==> src/rtl/instruction_stream_decoder.sv <==
// rtl/instruction_stream_decoder.sv - assembles opcode+argument byte streams into instructions queued for the executor
// Optional inter-byte timeout in the argument phase: INSTRUCTION_STREAM_DECODER_TIMEOUT_EN
module instruction_stream_decoder #(
    parameter int DATA_W         = 8,
    parameter int ARGS_MAX       = 3,
    parameter int FIFO_DEPTH     = 4,
    parameter int TIMEOUT_CYCLES = 1024,
    localparam int IW            = DATA_W * (ARGS_MAX + 1),
    localparam int CNT_W         = $clog2(FIFO_DEPTH) + 1
) (
    input  logic              i_clk,
    input  logic              i_reset,
    input  logic              i_we,
    input  logic              i_en,
    input  logic [DATA_W-1:0] i_data,
    output logic              o_ack,
    output logic [IW-1:0]     o_instruction,
    output logic              o_instruction_valid,
    input  logic              i_instruction_ready,
    output logic [CNT_W-1:0]  o_fifo_count,
    output logic              o_busy,
    output logic              o_error
);

    localparam int PTR_W = $clog2(FIFO_DEPTH);

    if (DATA_W < 2 || ARGS_MAX > 3 || FIFO_DEPTH < 2 ||
        (FIFO_DEPTH & (FIFO_DEPTH - 1)) != 0 || TIMEOUT_CYCLES < 1) begin : g_param_check
        $error("instruction_stream_decoder: illegal parameter set");
    end

    typedef enum logic {S_IDLE, S_ARGS} state_t;

    state_t            state_q;
    logic [IW-1:0]     instr_q;
    logic [1:0]        rem_q;
    logic [1:0]        idx_q;
    logic [IW-1:0]     fifo_q [FIFO_DEPTH];
    logic [PTR_W-1:0]  wr_ptr_q;
    logic [PTR_W-1:0]  rd_ptr_q;
    logic [CNT_W-1:0]  count_q;
    logic [CNT_W-1:0]  count_d;
    logic              ack_q;
    logic              error_q;

    logic [1:0]        n_args;
    logic              over_args;
    logic              would_push;
    logic              full;
    logic              pop;
    logic              stall;
    logic              accept;
    logic              push;
    logic [IW-1:0]     instr_ins;
    logic [IW-1:0]     push_data;

    assign n_args     = i_data[DATA_W-1 -: 2];
    assign over_args  = int'(n_args) > ARGS_MAX;
    assign full       = (count_q == CNT_W'(FIFO_DEPTH));
    assign pop        = (count_q != '0) && i_instruction_ready;
    assign would_push = (state_q == S_IDLE) ? (n_args == 2'd0) : (rem_q == 2'd1);
    // A simultaneous pop frees the slot, so a full queue only stalls without one.
    assign stall      = full && would_push && !pop;
    assign accept     = i_we && i_en && !stall;
    assign push       = accept && would_push;

    always_comb begin
        instr_ins = instr_q;
        instr_ins[DATA_W*(int'(idx_q)+1) +: DATA_W] = i_data;
        push_data = (state_q == S_IDLE) ? IW'(i_data) : instr_ins;
    end

    always_comb begin
        count_d = count_q;
        if (push && !pop) begin
            count_d = count_q + CNT_W'(1);
        end else if (!push && pop) begin
            count_d = count_q - CNT_W'(1);
        end
    end

`ifdef INSTRUCTION_STREAM_DECODER_TIMEOUT_EN
    localparam int TMO_W = $clog2(TIMEOUT_CYCLES + 1);
    logic [TMO_W-1:0] tmo_q;
    logic             tmo_hit;

    assign tmo_hit = (state_q == S_ARGS) && !accept && (tmo_q == TMO_W'(TIMEOUT_CYCLES - 1));

    always_ff @(posedge i_clk) begin
        if (i_reset || state_q != S_ARGS || accept) begin
            tmo_q <= '0;
        end else begin
            tmo_q <= tmo_q + TMO_W'(1);
        end
    end
`else
    logic tmo_hit;
    assign tmo_hit = 1'b0;
`endif

    always_ff @(posedge i_clk) begin
        if (i_reset) begin
            state_q  <= S_IDLE;
            instr_q  <= '0;
            rem_q    <= '0;
            idx_q    <= '0;
            wr_ptr_q <= '0;
            rd_ptr_q <= '0;
            count_q  <= '0;
            ack_q    <= 1'b0;
            error_q  <= 1'b0;
            for (int i = 0; i < FIFO_DEPTH; i++) begin
                fifo_q[i] <= '0;
            end
        end else begin
            ack_q   <= accept;
            count_q <= count_d;
            if (push) begin
                fifo_q[wr_ptr_q] <= push_data;
                wr_ptr_q         <= wr_ptr_q + PTR_W'(1);
            end
            if (pop) begin
                rd_ptr_q <= rd_ptr_q + PTR_W'(1);
            end
            case (state_q)
                S_IDLE: begin
                    if (accept) begin
                        instr_q <= IW'(i_data);
                        rem_q   <= n_args;
                        idx_q   <= '0;
                        if (over_args) begin
                            error_q <= 1'b1;
                        end else if (n_args != 2'd0) begin
                            state_q <= S_ARGS;
                        end
                    end
                end
                S_ARGS: begin
                    if (accept) begin
                        instr_q <= instr_ins;
                        rem_q   <= rem_q - 2'd1;
                        idx_q   <= idx_q + 2'd1;
                        if (rem_q == 2'd1) begin
                            state_q <= S_IDLE;
                        end
                    end else if (tmo_hit) begin
                        state_q <= S_IDLE;
                        error_q <= 1'b1;
                    end
                end
                default: state_q <= S_IDLE;
            endcase
        end
    end

    assign o_ack               = ack_q;
    assign o_instruction       = fifo_q[rd_ptr_q];
    assign o_instruction_valid = (count_q != '0);
    assign o_fifo_count        = count_q;
    assign o_busy              = (state_q == S_ARGS) || (count_q != '0);
    assign o_error             = error_q;

endmodule

==> config.mk <==
export PLATFORM = sky130hd
export DESIGN_NAME = instruction_stream_decoder
export DESIGN_NICKNAME = d
export VERILOG_FILES = /design/src/rtl/instruction_stream_decoder.sv
export SDC_FILE = /design/constraint.sdc
export NUM_CORES = 1
export LEC_CHECK = 0
export BUFFER_PORTS_ARGS = -buffer_cell sky130_fd_sc_hd__buf_2
export CAP_MARGIN = 15
export CORE_UTILIZATION = 60
export DETAILED_ROUTE_END_ITERATION = 8
export GPL_TIMING_DRIVEN = 0
export PLACE_DENSITY = 0.79
export REMOVE_ABC_BUFFERS = 1
export SLEW_MARGIN = 20
export SYNTH_ARGS = -nofsm -noshare
export SYNTH_HDL_FRONTEND = slang
export SYNTH_SLANG_ARGS = --single-unit
==> constraint.sdc <==
create_clock -name i_clk -period 3.7 [get_ports i_clk]
set_input_delay 0.74 -clock i_clk [delete_from_list [all_inputs] [get_ports i_clk]]
set_output_delay 0.74 -clock i_clk [all_outputs]
set_load 0.1 [all_outputs]
==> run metrics, run 1 <==
Die Ht=115 microns; Pwr Density=around 700 nW/um^2; first-pass GRT wire length=27100 microns; Internal Power=about 0.0038 W; Post-Syn Instances=~620; post-DP HPWL=between 10000 and 15000 microns; share of the yosys chip area belonging to registers=just over 60%; combinational share of power=about 31%; Post-Synth Adder-Cell Area=1.57%; critical path arrival=approximately 3.6 ns; Iter 0 DRT Violations=between 400 and 500; Nets=668; RSZ-0062 raised after global routing=no; placed insts=roughly 800; Starting Density=between 60% and 70%; Worst Hold Class=reg2reg; DIE WIDTH=approximately 120 microns; #FFs+latches synth=175; Post-synth EDFFs=approximately 130; Worst Tran Pin Value=0.928 ns; multiplexer share of the synthesized area=between 10% and 20%; share of flip-flops with an asynchronous set or reset=0%; Max Slew Vio Count=0; initial antenna violation count=0; Sw Pwr=between 0.002 and 0.0025 W; VDD IR max=about 1.2 mV; number of global-route vias before repair=5184; Reg clk slew, reported paths=~0.070 ns; # DRC=0; Main synth FF type=edfxtp_1; Pre-antenna DRT Iters=8; die area=13200 sq um; status=finished, final reports clean; CP Capture Type=register; TritonCTS clock tree=done; Final Util=between 70 and 80%; post-route ant nets=0; critical path peak fanout=between 40 and 50; Final Cycle Share=a little over 90%; Via density=~6.3; CTS root buffer=clkbuf_16; Worst EP required=3.83 ns; Setup TNS Final=0 ns; # fillers=approximately 790; Final GP Congestion=between 0.7 and 0.8; final WL=17200 microns; Max-Cap Viols=0; largest net degree at the start of global routing=43; xor and xnor area share after synthesis=less than 1%; row cnt=40; top-area cell type share of the netlist area=roughly half; CTS Buf Count=17; Layout area overhead=14.8%; Core ar.=about 12000 sq um; critical path startpoint category=register; WL per Instance=20.8 microns; GRT Residual Overflow=0; Slew HR=between 30 and 40%; total track usage=between 20% and 30%; sw frac=~39%; clock power share=a little under a third; top cells by area, synth=edfxtp_1 50%, dfxtp_1 12%, mux4_2 9.4%; Setup-failing EPs final=0; IO Port Bufs=50; H-Tree Depth=4; Clock Path Buffers=2; simple-gate share of the synthesized area=12.3%; clock period minus worst slack=about 3.4 ns; cell area after synthesis=approximately 7700 sq um; area leader, netlist=edfxtp_1; crit path kind=reg2reg; Final Hold Vio Count=0; clock tree sinks=~180; synth warn=0; total leakage power=approximately 3 nW; Layout Skew=0.00960 ns; power after layout=0.00621 W; Antenna diodes=0; synth unique cells=43; io pins=52; main combinational cell family by area after synthesis=simple AND/OR/NAND/NOR gates; Syn Area/Cell=12.4 sq um; post-synthesis compound-gate area fraction=under 10%; fmax=a little under 0.3 GHz; share of cells above drive strength 1=20.6%; hold slack=between 0.4 and 0.5 ns; Vias=~5.2k; worst skew pair latency=about 0.43 ns; non-filler cells, final=just over 800; Flop pwr share=38.6%
-- cell usage after synthesis, drive strengths merged, types with 2 or more instances --
cell type  count
nand3b         2
o211ai         2
nand2         41
buf           12
a211oi         2
ha             8
nand2b         2
nand4          2
a21o          24
xor2           4
edfxtp       128
nand4bb        2
inv            9
clkbuf        37
or3            5
mux2i         10
dfxtp         47
nand3         29
a21oi         37
mux4          32
nor2         135
o31ai          8
o32a           2
o22a          22
o21ai          2
-- layout make-up --
cell class,instances,area [sq um],share of cell area [%]
multi-input cells,384,2680,30.5
clock inverters,15,194,2.20
flip-flops and latches,175,4790,54.4
inverters,9,33.8,0.384
well taps,168,210,2.39
repair buffers,59,465,5.29
clock buffers,17,425,4.83
-- state kept, by name, summed over array words and instances, names as in the netlist, named ones only --
signal	cells
rd_ptr_q	2
state_q	1
instr_q	32
rem_q	2
o_ack	1
idx_q	2
o_fifo_count	3
fifo_q	128
wr_ptr_q	2
-- worst max-delay path, cell delays in order (launching register included) --
cell      delay (ns)
dfxtp_4         0.48
or3_4           0.48
a2111o_2        0.75
or3_4           0.69
nand2_2         0.44
buf_16          0.23
-- cells by family (layout without fill, tap and decap cells) --
group,Yosys count,in the layout
compound gates,104,104
simple gates,223,223
other cells,1,1
flops,175,175
xor+xnor,5,5
mux,42,42
buf+inv,58,100
fa+ha+maj,9,9
-- power by group through the flow --
stage                     clock, W  combinational [W]  sequential, W
after floorplan                  0            0.00154        0.00250
after global placement           0            0.00188        0.00244
after detailed placement         0            0.00193        0.00244
after CTS                  0.00188            0.00194        0.00240
after global routing       0.00195            0.00200        0.00243
final                      0.00187            0.00194        0.00240
-- per-layer routing --
layer	global-route usage (%)	routed length [microns]
met3	6.75	1580
met1	35.7	6490
met5	0	0
met2	46.7	8680
met4	13.0	468
-- worst paths after layout --
| kind | endpoint | depth (start not counted) | slack, ns | startpoint |
|---|---|---|---|---|
| min | instr_q[9] | 2 | 0.47 | instr_q[9] |
| max | fifo_q[2][27] | 5 | 0.27 | state_q |
| max reg2reg | fifo_q[2][27] | 5 | 0.27 | state_q |
| min reg2reg | instr_q[9] | 2 | 0.47 | instr_q[9] |
-- placed cells by master, fill, tap and decap left out, drive strengths merged, types with 2 or more instances in the layout --
cell type / Yosys / layout
nor2: 135 / 135
edfxtp: 128 / 128
buf: 12 / 59
dfxtp: 47 / 47
nand2: 41 / 41
a21oi: 37 / 37
mux4: 32 / 32
nand3: 29 / 29
a21o: 24 / 24
o22a: 22 / 22
clkbuf: 37 / 17
mux2i: 10 / 10
inv: 9 / 10
o31ai: 8 / 8
ha: 8 / 8
clkinvlp: 0 / 5
or3: 5 / 5
clkinv: 0 / 5
xor2: 4 / 4
bufinv: 0 / 4
nand4: 2 / 2
o32a: 2 / 2
nand3b: 2 / 2
nand4bb: 2 / 2
o211ai: 2 / 2
a211oi: 2 / 2
o21ai: 2 / 2
nand2b: 2 / 2
-- per-stage QoR --
step / setup slack (ns) / area [sq um]
finish: 0.266 / 8810
global route: 0.168 / 8810
CTS: 0.00636 / 8800
detailed placement: -0.358 / 8180
global placement: -2.22 / 7930
floorplan: -0.380 / 7470
-- repair_timing --
item	in CTS	in global routing
endpoints found under the hold margin	0	0
endpoints found under the setup margin	64	20
pin swaps	0	0
hold buffers	0	0
gates resized for setup	2	1
buffers inserted	0	0
Note: power is estimated with default switching activity, not from simulation.
==> inputs of run 2 (changes only) <==
CORE_UTILIZATION = 30   (was 60)
PLACE_DENSITY = 0.51   (was 0.79)
==> run metrics, run 2 (synthesis results as in run 1) <==
total leakage power=around 3.1 nW; Max Slew Vio Count=0; row cnt=58; Layout area overhead=17.2%; largest reg by FF count=fifo_q; Largest register FFs=~130; initial antenna violation count=1; Final Cycle Share=95.1%; DIE WIDTH=162 microns; crit path kind=reg2reg; GRT Residual Overflow=0; critical path startpoint category=register; Final Util=between 30% and 40%; worst skew pair latency=roughly 0.43 ns; fmax=0.284 GHz; io pins=52; commonest non-fill, non-tap cell in the layout=nor2_1; first-pass GRT wire length=a little under 30000 microns; clock tree sinks=between 150 and 200; Antenna diodes=0; Die Ht=around 160 microns; Critical Path Start=state_q; Clock Path Buffers=2; Layout Skew=0.0119 ns; Reg clk slew, reported paths=around 0.07 ns; post-place setup slack=-0.330 ns; Core ar.=around 25000 sq um; Starting Density=30.5%; CP Capture Type=register; status=finished, final reports clean; CTS root buffer=clkbuf_16; critical path peak fanout=42; Final GP Congestion=roughly 0.73; # DRC=0; worst flop-to-flop path startpoint=state_q; non-filler cells, final=994; Slew HR=approximately a third; H-Tree Depth=4; CTS Buf Count=17; clock period minus worst slack=about 3.5 ns; Final Hold Vio Count=0; number of global-route vias before repair=between 5k and 6k; Via density=~5.2; Setup Buffers After CTS=0; Pre-antenna DRT Iters=5; # fillers=2483; power after layout=~0.0060 W; Worst Hold Class=reg2reg; WL per Instance=roughly 19 microns; Iter 0 DRT Violations=434; r2r setup slk=0.18 ns; placed insts=a little under 1k; Pwr Density=around 670 nW/um^2; Nets=roughly 670; critical path arrival=between 3 and 4 ns; IO Port Bufs=50; Worst EP required=approximately 3.8 ns; post-route ant nets=0; share of cells above drive strength 1=slightly above 20%; Worst Tran Pin Value=just under 1 ns; Setup-failing EPs final=0; Vias=between 5k and 6k; RSZ-0062 raised after global routing=no; final WL=slightly below 20000 microns; Hold Startpoint=instr_q[23]; most frequent cells in the layout=135 x nor2_1, 128 x edfxtp_1, 50 x buf_2; total track usage=15.3%; TritonCTS clock tree=done; smallest setup slack after layout=between 0.15 and 0.2 ns; post-DP HPWL=between 10000 and 15000 microns; Max-Cap Viols=0; VDD IR max=1.14 mV; die area=between 20000 and 30000 sq um; largest net degree at the start of global routing=43
[run 2: cell count changes in the layout (fill, tap and decap cells not counted), moves of 2 or more]
cell	change
buf_12	+7
buf_16	-3
or3_4	-2
clkinvlp_4	-4
or3_2	+2
clkinv_1	+6
bufinv_16	-3
[run 2: routing by layer]
metal | vias up | wire, microns | global-route usage [%]
met5 | - | 0 | 0
met4 | 0 | 357 | 4.76
met3 | 24 | 1220 | 3.65
met2 | 202 | 9250 | 24.5
met1 | 2592 | 8430 | 20.4
li1 | 2324 | - | -
[run 2: final timing paths]
check,depth (start not counted),endpoint
max reg2reg,7,fifo_q[2][20]
min,2,instr_q[23]
min reg2reg,2,instr_q[23]
max,7,fifo_q[2][20]
[run 2: critical path: stages, from the launching register on]
cell	delay [ns]
dfxtp_4	0.64
nand2_1	0.24
a2111o_2	0.69
buf_12	0.24
or3_2	0.62
buf_12	0.25
nand2_4	0.29
buf_16	0.22
[run 2: repair_timing]
item | in CTS | in global routing
setup endpoints to repair | 53 | 0
resized for setup | 2 | 0
hold buffers | 0 | 0
[run 2: where the power goes]
part	switching, W	total, W	internal (W)
clock	0.000730	0.00164	0.000910
combinational	0.00157	0.00205	0.000478
sequential	0.000132	0.00234	0.00221
total	0.00243	0.00603	0.00360
[run 2: metrics by stage]
stage	hold WS [ns]	instance area [sq um]	TNS, ns
2_1_floorplan	0.438	7470	-29.15
4_1_cts	0.464	8980	0
3_5_place_dp	0.455	8450	-9.34
5_1_grt	0.481	8980	0
3_3_place_gp	0.449	8140	-385.23
6_report	0.460	8980	0
[run 2: cell type report]
cell class / count / area (sq um) / area share (%)
timing repair buffer: 64 / 534 / 5.95
multi-input combinational: 384 / 2680 / 29.8
tap: 330 / 413 / 4.60
clock inverter: 14 / 100 / 1.11
sequential: 175 / 4790 / 53.3
inverter: 9 / 33.8 / 0.376
clock buffer: 18 / 429 / 4.78
